**src/rtl/sl_receiver_if.sv**
```systemverilog
// sl_receiver_if: peripheral-bus register port of the SL receiver.
//   d_in   - register write data (driven by the bus master)
//   wr_en  - write strobe (driven by the bus master)
//   addr   - 0 = DATA, 1 = CTRL/STATUS (driven by the bus master)
//   d_out  - register read data, combinational on addr (driven by the receiver)
//   irq    - interrupt request, mirrors READY (driven by the receiver)
interface sl_receiver_if;
  logic [31:0] d_in;
  logic [31:0] d_out;
  logic        wr_en;
  logic        addr;
  logic        irq;

  modport master (
    output d_in,
    output wr_en,
    output addr,
    input  d_out,
    input  irq
  );

  modport slave (
    input  d_in,
    input  wr_en,
    input  addr,
    output d_out,
    output irq
  );
endinterface

```
**src/rtl/sl_receiver.sv**
```systemverilog
// sl_receiver: far end of the two-wire SL link. Decodes idle-high SL0/SL1
// low-phase symbols into a word, checks payload length and odd parity, and
// exposes the result through a two-address register file.
// Ports:
//   clk  - system clock
//   rst  - synchronous active-high reset
//   sl0  - SL line 0, asynchronous, idle high
//   sl1  - SL line 1, asynchronous, idle high
//   bus  - register port (d_in, wr_en, addr in; d_out, irq out)
// SYNC_STAGES must be at least 2.
module sl_receiver #(
  parameter int SYNC_STAGES  = 2,
  parameter int TIMEOUT_BASE = 64
) (
  input  logic         clk,
  input  logic         rst,
  input  logic         sl0,
  input  logic         sl1,
  sl_receiver_if.slave bus
);

  typedef enum logic [1:0] {
    IDLE  = 2'd0,
    RECV  = 2'd1,
    DRAIN = 2'd2
  } state_t;

  state_t                 state_q, state_d;
  logic [SYNC_STAGES-1:0] sync0_q, sync0_d;
  logic [SYNC_STAGES-1:0] sync1_q, sync1_d;
  logic [1:0]             mask_q, mask_d;
  logic [32:0]            shift_q, shift_d;
  logic [5:0]             count_q, count_d;
  logic [15:0]            to_cnt_q, to_cnt_d;
  logic [31:0]            data_q, data_d;
  logic [5:0]             cfg_len_q, cfg_len_d;
  logic [5:0]             last_len_q, last_len_d;
  logic [2:0]             freq_q, freq_d;
  logic                   ready_q, ready_d;
  logic                   par_err_q, par_err_d;
  logic                   len_err_q, len_err_d;
  logic                   ovr_q, ovr_d;
  logic                   tmo_q, tmo_d;

  logic        s0, s1;
  logic        any_low;
  logic        sym_end;
  logic        line_chg;
  logic        wr_ctrl;
  logic        busy;
  logic [15:0] to_limit;
  logic [31:0] status;
  logic        unused_bits;

  assign s0       = sync0_q[SYNC_STAGES-1];
  assign s1       = sync1_q[SYNC_STAGES-1];
  assign any_low  = !s0 || !s1;
  // A symbol ends on the first both-high cycle after a low phase.
  assign sym_end  = !any_low && (mask_q != 2'b00);
  // Compare the last stage with its input so the timeout counter restarts
  // on the same edge the synchronized line actually changes.
  assign line_chg = (sync0_q[SYNC_STAGES-2] != s0) || (sync1_q[SYNC_STAGES-2] != s1);
  assign wr_ctrl  = bus.wr_en && bus.addr;
  assign busy     = (state_q != IDLE);
  assign to_limit = 16'(TIMEOUT_BASE) << freq_q;

  assign status = {3'b000, tmo_q, ovr_q, len_err_q, par_err_q, ready_q,
                   7'b0000000, busy, last_len_q, freq_q, 1'b0, cfg_len_q};

  assign bus.d_out = bus.addr ? status : data_q;
  assign bus.irq   = ready_q;

  assign unused_bits = ^{bus.d_in[31:29], bus.d_in[23:10], bus.d_in[6]};

  always_comb begin
    sync0_d    = {sync0_q[SYNC_STAGES-2:0], sl0};
    sync1_d    = {sync1_q[SYNC_STAGES-2:0], sl1};
    mask_d     = any_low ? (mask_q | {!s1, !s0}) : 2'b00;
    to_cnt_d   = line_chg ? 16'd0 :
                 ((to_cnt_q == 16'hFFFF) ? to_cnt_q : to_cnt_q + 16'd1);
    state_d    = state_q;
    shift_d    = shift_q;
    count_d    = count_q;
    data_d     = data_q;
    last_len_d = last_len_q;
    cfg_len_d  = cfg_len_q;
    freq_d     = freq_q;
    ready_d    = ready_q;
    par_err_d  = par_err_q;
    len_err_d  = len_err_q;
    ovr_d      = ovr_q;
    tmo_d      = tmo_q;

    // Register writes come first so that flag sets below override a
    // same-cycle write-0 clear.
    if (wr_ctrl) begin
      cfg_len_d = bus.d_in[5:0];
      freq_d    = bus.d_in[9:7];
      ready_d   = ready_q   & bus.d_in[24];
      par_err_d = par_err_q & bus.d_in[25];
      len_err_d = len_err_q & bus.d_in[26];
      ovr_d     = ovr_q     & bus.d_in[27];
      tmo_d     = tmo_q     & bus.d_in[28];
    end

    case (state_q)
      IDLE: begin
        // mask 01 = bit 0, 10 = bit 1; bit value is mask[1]. STOP ignored.
        if (sym_end && (mask_q != 2'b11)) begin
          state_d = RECV;
          shift_d = {32'd0, mask_q[1]};
          count_d = 6'd1;
        end
      end
      RECV: begin
        if (sym_end) begin
          if (mask_q == 2'b11) begin
            state_d = IDLE;
            // shift_q holds payload then parity, right-aligned, zero above.
            if ((count_q - 6'd1) != cfg_len_q) len_err_d = 1'b1;
            if (!(^shift_q))                   par_err_d = 1'b1;
            if (((count_q - 6'd1) == cfg_len_q) && (^shift_q)) begin
              data_d     = shift_q[32:1];
              last_len_d = count_q - 6'd1;
              ready_d    = 1'b1;
              if (ready_q) ovr_d = 1'b1;
            end
          end else if (count_q == 6'd33) begin
            len_err_d = 1'b1;
            state_d   = DRAIN;
          end else begin
            shift_d = {shift_q[31:0], mask_q[1]};
            count_d = count_q + 6'd1;
          end
        end else if (to_cnt_d == to_limit) begin
          tmo_d   = 1'b1;
          state_d = IDLE;
        end
      end
      DRAIN: begin
        if (sym_end) begin
          if (mask_q == 2'b11) state_d = IDLE;
        end else if (to_cnt_d == to_limit) begin
          tmo_d   = 1'b1;
          state_d = IDLE;
        end
      end
      default: state_d = IDLE;
    endcase
  end

  always_ff @(posedge clk) begin
    // Frame shift register is overwritten at frame start; no reset needed.
    shift_q <= shift_d;
    if (rst) begin
      state_q    <= IDLE;
      sync0_q    <= '1;
      sync1_q    <= '1;
      mask_q     <= 2'b00;
      count_q    <= 6'd0;
      to_cnt_q   <= 16'd0;
      data_q     <= 32'd0;
      cfg_len_q  <= 6'd8;
      last_len_q <= 6'd0;
      freq_q     <= 3'd0;
      ready_q    <= 1'b0;
      par_err_q  <= 1'b0;
      len_err_q  <= 1'b0;
      ovr_q      <= 1'b0;
      tmo_q      <= 1'b0;
    end else begin
      state_q    <= state_d;
      sync0_q    <= sync0_d;
      sync1_q    <= sync1_d;
      mask_q     <= mask_d;
      count_q    <= count_d;
      to_cnt_q   <= to_cnt_d;
      data_q     <= data_d;
      cfg_len_q  <= cfg_len_d;
      last_len_q <= last_len_d;
      freq_q     <= freq_d;
      ready_q    <= ready_d;
      par_err_q  <= par_err_d;
      len_err_q  <= len_err_d;
      ovr_q      <= ovr_d;
      tmo_q      <= tmo_d;
    end
  end

endmodule

```
**src/flat_wrapper.sv**
```systemverilog
// flat-port wrapper written by rule: the top's interface ports become plain ports
module sl_receiver_flat 
#(
  parameter int SYNC_STAGES  = 2,
  parameter int TIMEOUT_BASE = 64
)
  (clk, rst, sl0, sl1, bus_d_in, bus_wr_en, bus_addr, bus_d_out, bus_irq);
  sl_receiver_if bus_i ();
  input  logic clk;
  input  logic rst;
  input  logic sl0;
  input  logic sl1;
  input wire logic [$bits(bus_i.d_in)-1:0] bus_d_in;
  input wire logic [$bits(bus_i.wr_en)-1:0] bus_wr_en;
  input wire logic [$bits(bus_i.addr)-1:0] bus_addr;
  output wire logic [$bits(bus_i.d_out)-1:0] bus_d_out;
  output wire logic [$bits(bus_i.irq)-1:0] bus_irq;
  assign bus_i.d_in = bus_d_in;
  assign bus_i.wr_en = bus_wr_en;
  assign bus_i.addr = bus_addr;
  assign bus_d_out = bus_i.d_out;
  assign bus_irq = bus_i.irq;
  sl_receiver #(.SYNC_STAGES(SYNC_STAGES), .TIMEOUT_BASE(TIMEOUT_BASE)) u_core (.clk(clk), .rst(rst), .sl0(sl0), .sl1(sl1), .bus(bus_i));
endmodule
```
**config.mk**
```make
export PLATFORM = sky130hd
export DESIGN_NAME = sl_receiver_flat
export DESIGN_NICKNAME = d
export VERILOG_FILES = /design/src/rtl/sl_receiver_if.sv /design/src/rtl/sl_receiver.sv /design/src/flat_wrapper.sv
export SDC_FILE = /design/constraint.sdc
export NUM_CORES = 1
export LEC_CHECK = 0
export BUFFER_PORTS_ARGS = -buffer_cell sky130_fd_sc_hd__buf_2
export CAP_MARGIN = 40
export CORE_AREA = 2 2 108 110
export CTS_BUF_LIST = sky130_fd_sc_hd__clkbuf_2 sky130_fd_sc_hd__clkbuf_4 sky130_fd_sc_hd__clkbuf_8
export DETAILED_ROUTE_END_ITERATION = 10
export DIE_AREA = 0 0 110 112
export GPL_TIMING_DRIVEN = 0
export PLACE_DENSITY = 0.73
export SLEW_MARGIN = 0
export SYNTH_ARGS = -nofsm -noshare
export SYNTH_HDL_FRONTEND = slang
export SYNTH_SLANG_ARGS = --single-unit
```
**constraint.sdc**
```tcl
create_clock -name clk -period 5.6 [get_ports clk]
set_clock_uncertainty 0.15 [all_clocks]
set_input_delay 0.28 -clock clk [delete_from_list [all_inputs] [get_ports clk]]
set_output_delay 0.28 -clock clk [all_outputs]
set_load 0.02 [all_outputs]
```
==> run metrics, run 1 <==
outcome=completed; hpwl dp=9.915 mm; Worst EP required=5.79 ns; Critical Path Start Type=register; Synth top area share=around 28%; drt pass-1 iters=5; combinational share of power=approximately 18%; I/O pin count=between 70 and 80; simple-gate portion of the synthesized area=roughly 22%; Die H=112 µm; Worst Hold Path EP=u_core.ovr_q$_SDFF_PP0_; total track usage=24.35%; Longest Clk Path Bufs=2; fin crit period=between 3 and 4 ns; Yosys cell types=59; DRC errors left=0; CP Max Fanout=8; dominant synthesized flop cell=dfxtp_1; Syn Area/Cell=just under 10 µm²; Critical R2R Launch=u_core.to_cnt_q[0]$_SDFF_PP0_; HP Class=in -> reg; clock tree root buffer cell=clkbuf_8; routed wire length=about 14 mm; Final Non-Filler Cells=between 800 and 900; P_leak=approximately 2.9 nW; multiplexer share of the synthesized area=a little over a tenth; Post-synth EDFFs=33; DR iter-0 viols=~340; largest net degree at the start of global routing=37; combinational family with the most area after synthesis=simple AND/OR/NAND/NOR gates; VDD IR-drop max=between 0.2 and 0.3 mV; reg2reg path depth=8; Post-Synth XOR/XNOR Area=8.376%; Vias per Instance=around 5.6; CP endpoint kind=register; die footprint=12,320 µm²; Fin. Hold Viols=0; initial antenna violation count=0; drt wl/cell=~17 µm; Yosys top cell by area=dfxtp_1; Final GP Congestion=0.8973; area fraction in compound gates after synthesis=under 10%; Psw=0.0005949 W; post-placement cell count=between 700 and 800; final setup TNS=0 ns; clock power share=around two fifths; clock sink count=approximately 120; setup violators final=0; routed vias=4,641; Max-cap violations=0; Final Power=0.002215 W; Switching Fraction=roughly 27%; core area=roughly 11,000 µm²; Post-Syn Instances=between 500 and 600; Yosys reg bits=around 120; CTS H-tree lvls=4; Nets=approximately 720; Synth area leaders=dfxtp_1 28%, edfxtp_1 17%, mux2i_1 6.5%; Synth async-reset ratio=0%; post-synthesis sequential area ratio=between 40% and 50%; clk_lat worst skew=about 0.45 ns; Arr. time, crit path=3.53 ns; pre-CTS worst setup slack=2.346 ns; area grow syn2layout=17.66%; fin util=about three fifths; first-pass GRT wire length=22.65 mm; Hold Crit Start=bus_d_in[27]; FP Rows=39; clk slew on worst S/H paths=roughly 0.07 ns; fin worst setup slack=roughly 2.3 ns; FF-to-FF setup slack=between 2 and 2.5 ns; most frequent cell after synthesis=dfxtp_1; Worst slew margin=between 60% and 70%; vias in the first global route=approximately 4,600; share of layout cells above drive strength 1=approximately a fifth; Internal Pwr Total=around 0.0016 W; Post-CTS Setup Inserts=0; Post-DRT Antenna Nets=0; antenna diode count=0; CTS tree=yes; port buffer count=50; hold depth=3; Worst Tran Pin Value=just under 0.6 ns; global route overflow=0; kind of critical path=reg -> reg; Reg power frac=between 40 and 50%; Fill cells=approximately 940; Commonest cells post-synth=82 x dfxtp_1, 65 x nor2_1, 46 x nand2_1; syn_nets=639; number of buffers created by CTS=17; Post-Syn Area=just under 6000 µm²; RR Endpoint=u_core.state_q[1]$_SDFFE_PP0P_; Pwr Density=between 300 and 400 nW/µm²; crit share post-route=between 50% and 60%; max-slew violations=0; Yosys warnings=0; chip width=~110 µm; Post-Synth Adder-Cell Area=1.723%; RSZ-0062 raised after global routing=no; Starting Density=between 50% and 60%; Fmax=approximately 300 MHz
[worst max path at each step]
stage	from	end
final	u_core.to_cnt_q[0]$_SDFF_PP0_	u_core.state_q[1]$_SDFFE_PP0P_
after detailed placement	u_core.to_cnt_q[0]$_SDFF_PP0_	u_core.state_q[1]$_SDFFE_PP0P_
after floorplan	u_core.to_cnt_q[0]$_SDFF_PP0_	u_core.state_q[0]$_SDFFE_PP0P_
after global placement	u_core.state_q[1]$_SDFFE_PP0P_	u_core.count_q[5]$_SDFFE_PP0P_
after global routing	u_core.to_cnt_q[0]$_SDFF_PP0_	u_core.state_q[1]$_SDFFE_PP0P_
after CTS	u_core.to_cnt_q[0]$_SDFF_PP0_	u_core.state_q[1]$_SDFFE_PP0P_
[layer usage]
layer / up-vias / GRT usage, % / share of wire [%]
li1: 2247 / - / -
met1: 2237 / 30.82 / 44
met2: 131 / 38.57 / 49
met3: 26 / 7.728 / 5.7
met4: 0 / 9.283 / 2.0
met5: - / 0 / 0
[sequential cells by signal, indices dropped and copies added (netlist names)]
signal             count
u_core.freq_q          3
u_core.mask_q          2
u_core.sync0_q         2
u_core.state_q         2
u_core.last_len_q      6
u_core.bus.irq         1
u_core.to_cnt_q       16
u_core.data_q         32
u_core.tmo_q           1
u_core.ovr_q           1
u_core.sync1_q         2
u_core.shift_q        33
u_core.par_err_q       1
u_core.cfg_len_q       6
u_core.count_q         6
u_core.len_err_q       1
[cell type report]
class,count,area (µm²),area share [%]
multi-input combinational,432,2948,43.12
sequential,115,2633,38.51
timing repair buffer,64,400.4,5.857
clock inverter,9,152.6,2.233
inverter,8,30.03,0.4392
clock buffer,23,291.5,4.264
buffer,38,202.7,2.965
tap,143,178.9,2.617
[cells by family after synthesis]
kind of cell    Yosys count
buf+inv                  46
simple gates            239
mux                      59
compound gates           72
fa+ha+maj                 8
flops                   115
xor+xnor                 54
[critical path, cell delays in order (launching register included)]
cell,delay [ns]
dfxtp_1,0.41
ha_1,0.36
nand4_2,0.21
a2111oi_2,0.51
a211oi_1,0.17
a2111o_1,0.39
o211a_1,0.21
or4_4,0.56
a41o_1,0.26
[repair_timing]
action	in CTS	in global routing
hold buffers	13	0
resized for setup	0	0
endpoints found under the hold margin	13	0
[power groups by stage]
stage / Sequential [W] / Combinational (W) / Clock (W)
after global placement: 0.000969 / 0.000373 / 0
after global routing: 0.000956 / 0.000435 / 0.000908
final: 0.000951 / 0.000398 / 0.000866
after floorplan: 0.000958 / 0.000289 / 0
after CTS: 0.000950 / 0.000398 / 0.000878
after detailed placement: 0.000968 / 0.000388 / 0
[per-stage QoR]
stage | hold WS, ns | instance area [µm²]
after global routing | 0.03862 | 6837
after detailed placement | 0.3049 | 6262
after floorplan | 0.2338 | 5811
final | 0.02136 | 6837
after CTS | 0.001430 | 6837
after global placement | 0.3056 | 6240
[cells in the final DEF (no fill, tap or decap), types with 20 or more instances in the layout]
cell	synthesis	final
dfxtp_1	82	82
nor2_1	65	65
buf_2	7	57
nand2_1	46	45
xnor2_1	40	40
mux2i_1	38	38
and2_1	35	35
edfxtp_1	33	33
clkbuf_1	22	22
a21oi_1	22	22
mux2_2	21	21
clkbuf_8	1	20
Power figures use the tool's default switching activity.
==> inputs of run 2 (changes only) <==
==> constraint.sdc (replaced) <==
create_clock -name clk -period 3.25 [get_ports clk]
set_clock_uncertainty 0.15 [all_clocks]
set_input_delay 0.1625 -clock clk [delete_from_list [all_inputs] [get_ports clk]]
set_output_delay 0.1625 -clock clk [all_outputs]
set_load 0.02 [all_outputs]
==> run metrics, run 2 (synthesis gave the netlist of run 1 again) <==
outcome=completed; CP endpoint kind=register; Starting Density=52.00% (unchanged); Final Power=0.003826 W (+73%); crit share post-route=95.76% (+36 points); Worst Hold Path EP=u_core.bus.irq$_SDFF_PP0_; Worst Hold Slack=0.06412 ns (+0.04277 ns); Critical Path Start Type=register; total track usage=24.58% (+0.23 points); CP Max Fanout=10 (+2); drt wl/cell=17.17 µm (+1.3%); share of layout cells above drive strength 1=20.49% (+0.32 points); RR Endpoint=u_core.state_q[1]$_SDFFE_PP0P_; I/O pin count=71 (unchanged); routed vias=4,681 (+0.86%); Fin. Hold Viols=0 (unchanged); hpwl dp=9.915 mm (unchanged); CP Cell Sequence=ha_4 > and4_1 > buf_6 > nand4_4 > nand2_1 > xor2_1 > a2111o_1 > o211a_1 > or4_4 > a41o_1; CTS H-tree lvls=4 (unchanged); DRC errors left=0 (unchanged); highest-delay cell along the critical path=or4_4; initial antenna violation count=0 (unchanged); Worst Tran Pin Value=0.6212 ns (+0.02688 ns); most frequent cells in the layout=80 x dfxtp_1, 65 x nor2_1, 56 x buf_2; Post-CTS Setup Inserts=0 (unchanged); Worst EP required=3.44 ns (-2.35 ns); kind of critical path=reg -> reg; number of flip-flops under the largest register name=33 (unchanged); reg2reg path depth=10 (+2); chip width=110 µm (unchanged); Worst slew margin=58.59% (-1.4 points); DR iter-0 viols=354 (+3.8%); number of buffers created by CTS=17 (unchanged); HP Class=in -> reg; Reg with most FFs=u_core.shift_q; largest net degree at the start of global routing=37 (unchanged); hold depth=4 (+1); Buf+Inv Stages, Crit Path=1 (+1); VDD IR-drop max=0.4449 mV (+74%); max-slew violations=0 (unchanged); area grow syn2layout=18.86%; Die H=112 µm (unchanged); Critical R2R Launch=u_core.to_cnt_q[1]$_SDFF_PP0_; Nets=726 (+0.55%); Max-cap violations=0 (unchanged); Pwr Density=553.9 nW/µm² (+71%); port buffer count=50 (unchanged); CTS tree=yes; clk slew on worst S/H paths=0.06 ns (about the same); routed wire length=14.35 mm (+1.8%); Vias per Instance=5.599 (+0.38%); Longest Clk Path Bufs=2 (unchanged); P_leak=2.936 nW (+0.59%); Hold Crit Start=bus_wr_en; clk_lat worst skew=0.45 ns (about the same); Regs by FF count=u_core.shift_q: 33 flops, u_core.data_q: 32 flops, u_core.to_cnt_q: 16 flops; global route overflow=0 (unchanged); clock sink count=115 (unchanged); antenna diode count=0 (unchanged); Fmax=321.3 MHz (+7.2%); FP Rows=39 (unchanged); drt pass-1 iters=5 (unchanged); vias in the first global route=4,616 (+0.39%); Crit path max-delay family=simple AND/OR/NAND/NOR gates; Arr. time, crit path=3.30 ns (-0.23 ns); Post-DRT Antenna Nets=0 (unchanged); core area=11,170 µm² (unchanged); commonest non-fill, non-tap cell in the layout=dfxtp_1; first-pass GRT wire length=22.80 mm (+0.67%); fin crit period=3.112 ns (-0.2254 ns); placed cell area=6262 µm² (unchanged); post-route cell area=6907 µm² (+1.0%); final setup TNS=0 ns (unchanged); FF-to-FF setup slack=0.14 ns (-2.12 ns); clock tree root buffer cell=clkbuf_8; max incr delay on CP=0.56 ns (about the same); Final GP Congestion=0.8973 (unchanged); die footprint=12,320 µm² (unchanged); setup violators final=0 (unchanged)
## run 2: cell count changes in the layout (fill, tap and decap cells not counted), sizes merged
cell / change
dlygate4sd3: +4
## run 2: metal layers
metal  vias up  routed length, µm  track usage [%]
li1       2257                  -                -
met1      2252               6205            30.93
met2       141               7114            39.59
met3        31                741            6.557
met4         0                291            10.21
met5         -                  0                0
## run 2: worst max path at each step
stage	from	slack, ns	cells after the start	to
after floorplan	u_core.to_cnt_q[0]$_SDFF_PP0_	0.32	10	u_core.state_q[0]$_SDFFE_PP0P_
after global placement	u_core.state_q[1]$_SDFFE_PP0P_	-0.02	9	u_core.count_q[5]$_SDFFE_PP0P_
after detailed placement	u_core.to_cnt_q[0]$_SDFF_PP0_	-0.004	8	u_core.state_q[1]$_SDFFE_PP0P_
after CTS	u_core.to_cnt_q[0]$_SDFF_PP0_	0.05	10	u_core.state_q[1]$_SDFFE_PP0P_
after global routing	u_core.shift_q[0]$_DFFE_PP_	-0.003	10	u_core.last_len_q[4]$_SDFFE_PP0P_
final	u_core.to_cnt_q[1]$_SDFF_PP0_	0.14	10	u_core.state_q[1]$_SDFFE_PP0P_
## run 2: worst reg2reg max path, stage by stage, from the launching register on
cell and delay, ns:
dfxtp_1 0.41, ha_4 0.21, and4_1 0.20, buf_6 0.15
nand4_4 0.19, nand2_1 0.14, xor2_1 0.13, a2111o_1 0.40
o211a_1 0.21, or4_4 0.56, a41o_1 0.26
## run 2: area by class of cell
class                      instances  area (µm²)
buffer                            38       205.2
clock buffer                      23       291.5
clock inverter                     9       152.6
fill                             933        4268
inverter                           8       30.03
multi-input combinational        432        2973
sequential                       115        2635
tap                              143       178.9
timing repair buffer              68       440.4
## run 2: per-stage QoR
stage               utilization, %  setup WS, ns  cells
floorplan                        -        0.3250    593
global placement             55.84      -0.02345    786
detailed placement           56.04     -0.004390    787
CTS                          61.67       0.04588    836
global route                 61.81     -0.002615    836
finish                       61.81        0.1379    836
## run 2: what timing repair did
| item | CTS | global route |
|---|---|---|
| hold buffers | 17 | 0 |
| setup endpoints to repair | 2 | 33 |
| gates resized for setup | 2 | 5 |
| endpoints found under the hold margin | 21 | 0 |
## run 2: power breakdown
group / switching [W] / total, W / internal (W)
Combinational: 0.000378 / 0.000692 / 0.000313
Clock: 0.000586 / 0.00149 / 0.000907
Sequential: 0.0000648 / 0.00164 / 0.00158
Total: 0.00103 / 0.00383 / 0.00280
==> inputs of run 3 (changes only) <==
--- a/config.mk
+++ b/config.mk
@@ -12,7 +12,7 @@
 export DETAILED_ROUTE_END_ITERATION = 10
 export DIE_AREA = 0 0 110 112
 export GPL_TIMING_DRIVEN = 0
-export PLACE_DENSITY = 0.73
+export PLACE_DENSITY = 0.76
 export SLEW_MARGIN = 0
 export SYNTH_ARGS = -nofsm -noshare
 export SYNTH_HDL_FRONTEND = slang
==> constraint.sdc (replaced) <==
create_clock -name clk -period 2.6 [get_ports clk]
set_clock_uncertainty 0.15 [all_clocks]
set_input_delay 0.13 -clock clk [delete_from_list [all_inputs] [get_ports clk]]
set_output_delay 0.13 -clock clk [all_outputs]
set_load 0.02 [all_outputs]
==> run metrics, run 3 (synthesis gave the netlist of run 1 again) <==
outcome=finished with violations; violated checks=setup timing; clock tree root buffer cell=clkbuf_8; Fmax=345.8 MHz (+7.6%); DRC errors left=0 (unchanged); Starting Density=52.00% (unchanged); vias in the first global route=4,786 (+3.7%); VDD IR-drop max=0.6038 mV (+36%); fin worst setup slack=-0.2920 ns (-0.4299 ns); FF-to-FF setup slack=-0.29 ns (-0.43 ns); I/O pin count=71 (unchanged); port buffer count=50 (unchanged); RSZ-0062 raised after global routing=yes; die footprint=12,320 µm² (unchanged); setup violators final=43 (+43); CP Cell Sequence=xnor2_2 > xnor2_2 > xnor2_1 > xnor3_1 > xnor2_2 > or4_4 > buf_8 > buf_12 > mux2i_2 > nor2_1; FP Rows=39 (unchanged); Buf+Inv Stages, Crit Path=2 (+1); kind of critical path=reg -> reg; most frequent cells in the layout=75 x dfxtp_1, 65 x nor2_1, 51 x buf_2; total track usage=25.51% (+0.92 points); Multi-input gate area=3188 µm² (+7.2%); Worst slew margin=57.43% (-1.2 points); global route overflow=0 (unchanged); Regs by FF count=u_core.shift_q: 33 flops, u_core.data_q: 32 flops, u_core.to_cnt_q: 16 flops; initial antenna violation count=0 (unchanged); clk_lat worst skew=0.44 ns (about the same); Critical Path Start=u_core.shift_q[16]$_SDFFCE_PN0P_; share of layout cells above drive strength 1=27.57% (+7.1 points); number of flip-flops under the largest register name=33 (unchanged); first-pass GRT wire length=24.11 mm (+5.7%); drt pass-1 iters=6 (+1); Crit path top cell by count=xnor2_2; DR iter-0 viols=337 (-4.8%); CTS H-tree lvls=4 (unchanged); crit share post-route=111.2% (+15 points); Max-cap violations=0 (unchanged); RR Endpoint=u_core.data_q[26]$_SDFFE_PP0P_; Nets=744 (+2.5%); CTS tree=yes; Worst Tran Pin Value=0.6385 ns (+0.01733 ns); drt wl/cell=17.91 µm (+4.3%); Longest Clk Path Bufs=2 (unchanged); FF+latch area=2646 µm² (+0.43%); fin crit period=2.892 ns (-0.2201 ns); area grow syn2layout=24.83%; Worst EP required=2.76 ns (-0.68 ns); P_leak=3.126 nW (+6.5%); Final Power=0.004575 W (+20%); Arr. time, crit path=3.06 ns (-0.24 ns); hpwl dp=9.941 mm (+0.26%); final setup TNS=-9.741 ns (-9.741 ns); Final Non-Filler Cells=854 (+2.2%); HP Class=in -> reg; Critical Path Start Type=register; Crit path max-delay family=XOR/XNOR gates; Vias per Instance=5.721 (+2.2%); core area=11,170 µm² (unchanged); number of buffers created by CTS=17 (unchanged); Fin. Hold Viols=0 (unchanged); CP Depth=10 (unchanged); Fill cells=863 (-7.5%); routed wire length=15.30 mm (+6.6%); clock sink count=115 (unchanged); routed vias=4,886 (+4.4%); Post-DRT Antenna Nets=0 (unchanged); CP Max Fanout=10 (unchanged); Reg with most FFs=u_core.shift_q; CP endpoint kind=register; largest net degree at the start of global routing=34 (-8.1%); Final GP Congestion=0.8856 (-1.3%); commonest non-fill, non-tap cell in the layout=dfxtp_1; Pwr Density=630.7 nW/µm² (+14%); max incr delay on CP=0.46 ns (-0.10 ns); Critical Path End=u_core.data_q[26]$_SDFFE_PP0P_; chip width=110 µm (unchanged); highest-delay cell along the critical path=xnor3_1; reg2reg path depth=10 (unchanged); Die H=112 µm (unchanged); post-placement cell count=787 (unchanged); Critical R2R Launch=u_core.shift_q[16]$_SDFFCE_PN0P_; max-slew violations=0 (unchanged); clk slew on worst S/H paths=0.08 ns (+0.02 ns); antenna diode count=0 (unchanged)
[run 3: cell types whose count changed in the layout (fill, tap and decap cells not counted), moves of 3 or more]
cell       delta
bufinv_16     -3
dfxtp_1       -5
buf_2         -5
dfxtp_2       +3
nor3_1        -3
buf_6         +3
clkinv_2      +3
xnor2_2       +8
xnor2_1       -8
buf_4        +17
[run 3: per-stage QoR]
| step | worst slack, ns | util, % | instance area, µm² | hold slack, ns |
|---|---|---|---|---|
| 2_1_floorplan | -0.007885 | - | 5911 | 0.08381 |
| 3_3_place_gp | -0.2742 | 56.74 | 6340 | 0.1664 |
| 3_5_place_dp | -0.3387 | 56.91 | 6360 | 0.1823 |
| 4_1_cts | -0.2512 | 63.58 | 7104 | 0.01549 |
| 5_1_grt | -0.4328 | 64.91 | 7253 | 0.08488 |
| 6_report | -0.2920 | 64.91 | 7253 | 0.06626 |
[run 3: worst min-delay path by stage]
stage	startpoint	to	slack [ns]	depth (start not counted)
6_report	bus_wr_en	u_core.len_err_q$_SDFF_PP0_	0.07	4
5_1_grt	bus_wr_en	u_core.len_err_q$_SDFF_PP0_	0.08	4
4_1_cts	bus_wr_en	u_core.bus.irq$_SDFF_PP0_	0.02	4
3_5_place_dp	sl0	u_core.sync0_q[0]$_SDFF_PP1_	0.18	2
3_3_place_gp	sl1	u_core.sync1_q[0]$_SDFF_PP1_	0.17	2
2_1_floorplan	sl0	u_core.sync0_q[0]$_SDFF_PP1_	0.08	1
[run 3: cell type report]
type	count	share of cell area [%]
flip-flops and latches	115	36.48
clock inverters	10	1.225
repair buffers	86	7.935
well taps	143	2.467
plain buffers	38	3.778
clock buffers	22	3.743
multi-input cells	432	43.95
inverters	8	0.4140
[run 3: report_power, final]
group          switching (W)  internal (W)  total [W]
sequential         0.0000811       0.00197    0.00205
clock               0.000752      0.000800    0.00155
combinational       0.000528      0.000444   0.000973
total                0.00136       0.00321    0.00457
[run 3: worst register-to-register path, cell delays in order (launching register included)]
cell and delay [ns]:
edfxtp_1 0.44, xnor2_2 0.23, xnor2_2 0.15, xnor2_1 0.13, xnor3_1 0.46, xnor2_2 0.18
or4_4 0.45, buf_8 0.16, buf_12 0.15, mux2i_2 0.20, nor2_1 0.07
[run 3: what timing repair did]
action / in CTS / in global routing
buffers inserted: 14 / 4
hold endpoints to repair: 22 / 0
hold buffers: 17 / 0
gates resized for setup: 24 / 23
pin swaps: 6 / 6
setup endpoints to repair: 43 / 43
[run 3: routing by layer]
metal  wire length [µm]  global-route usage [%]
met3                890                   5.855
met4                407                   10.72
met2               7682                   41.96
met1               6316                   31.83
met5                  0                       0
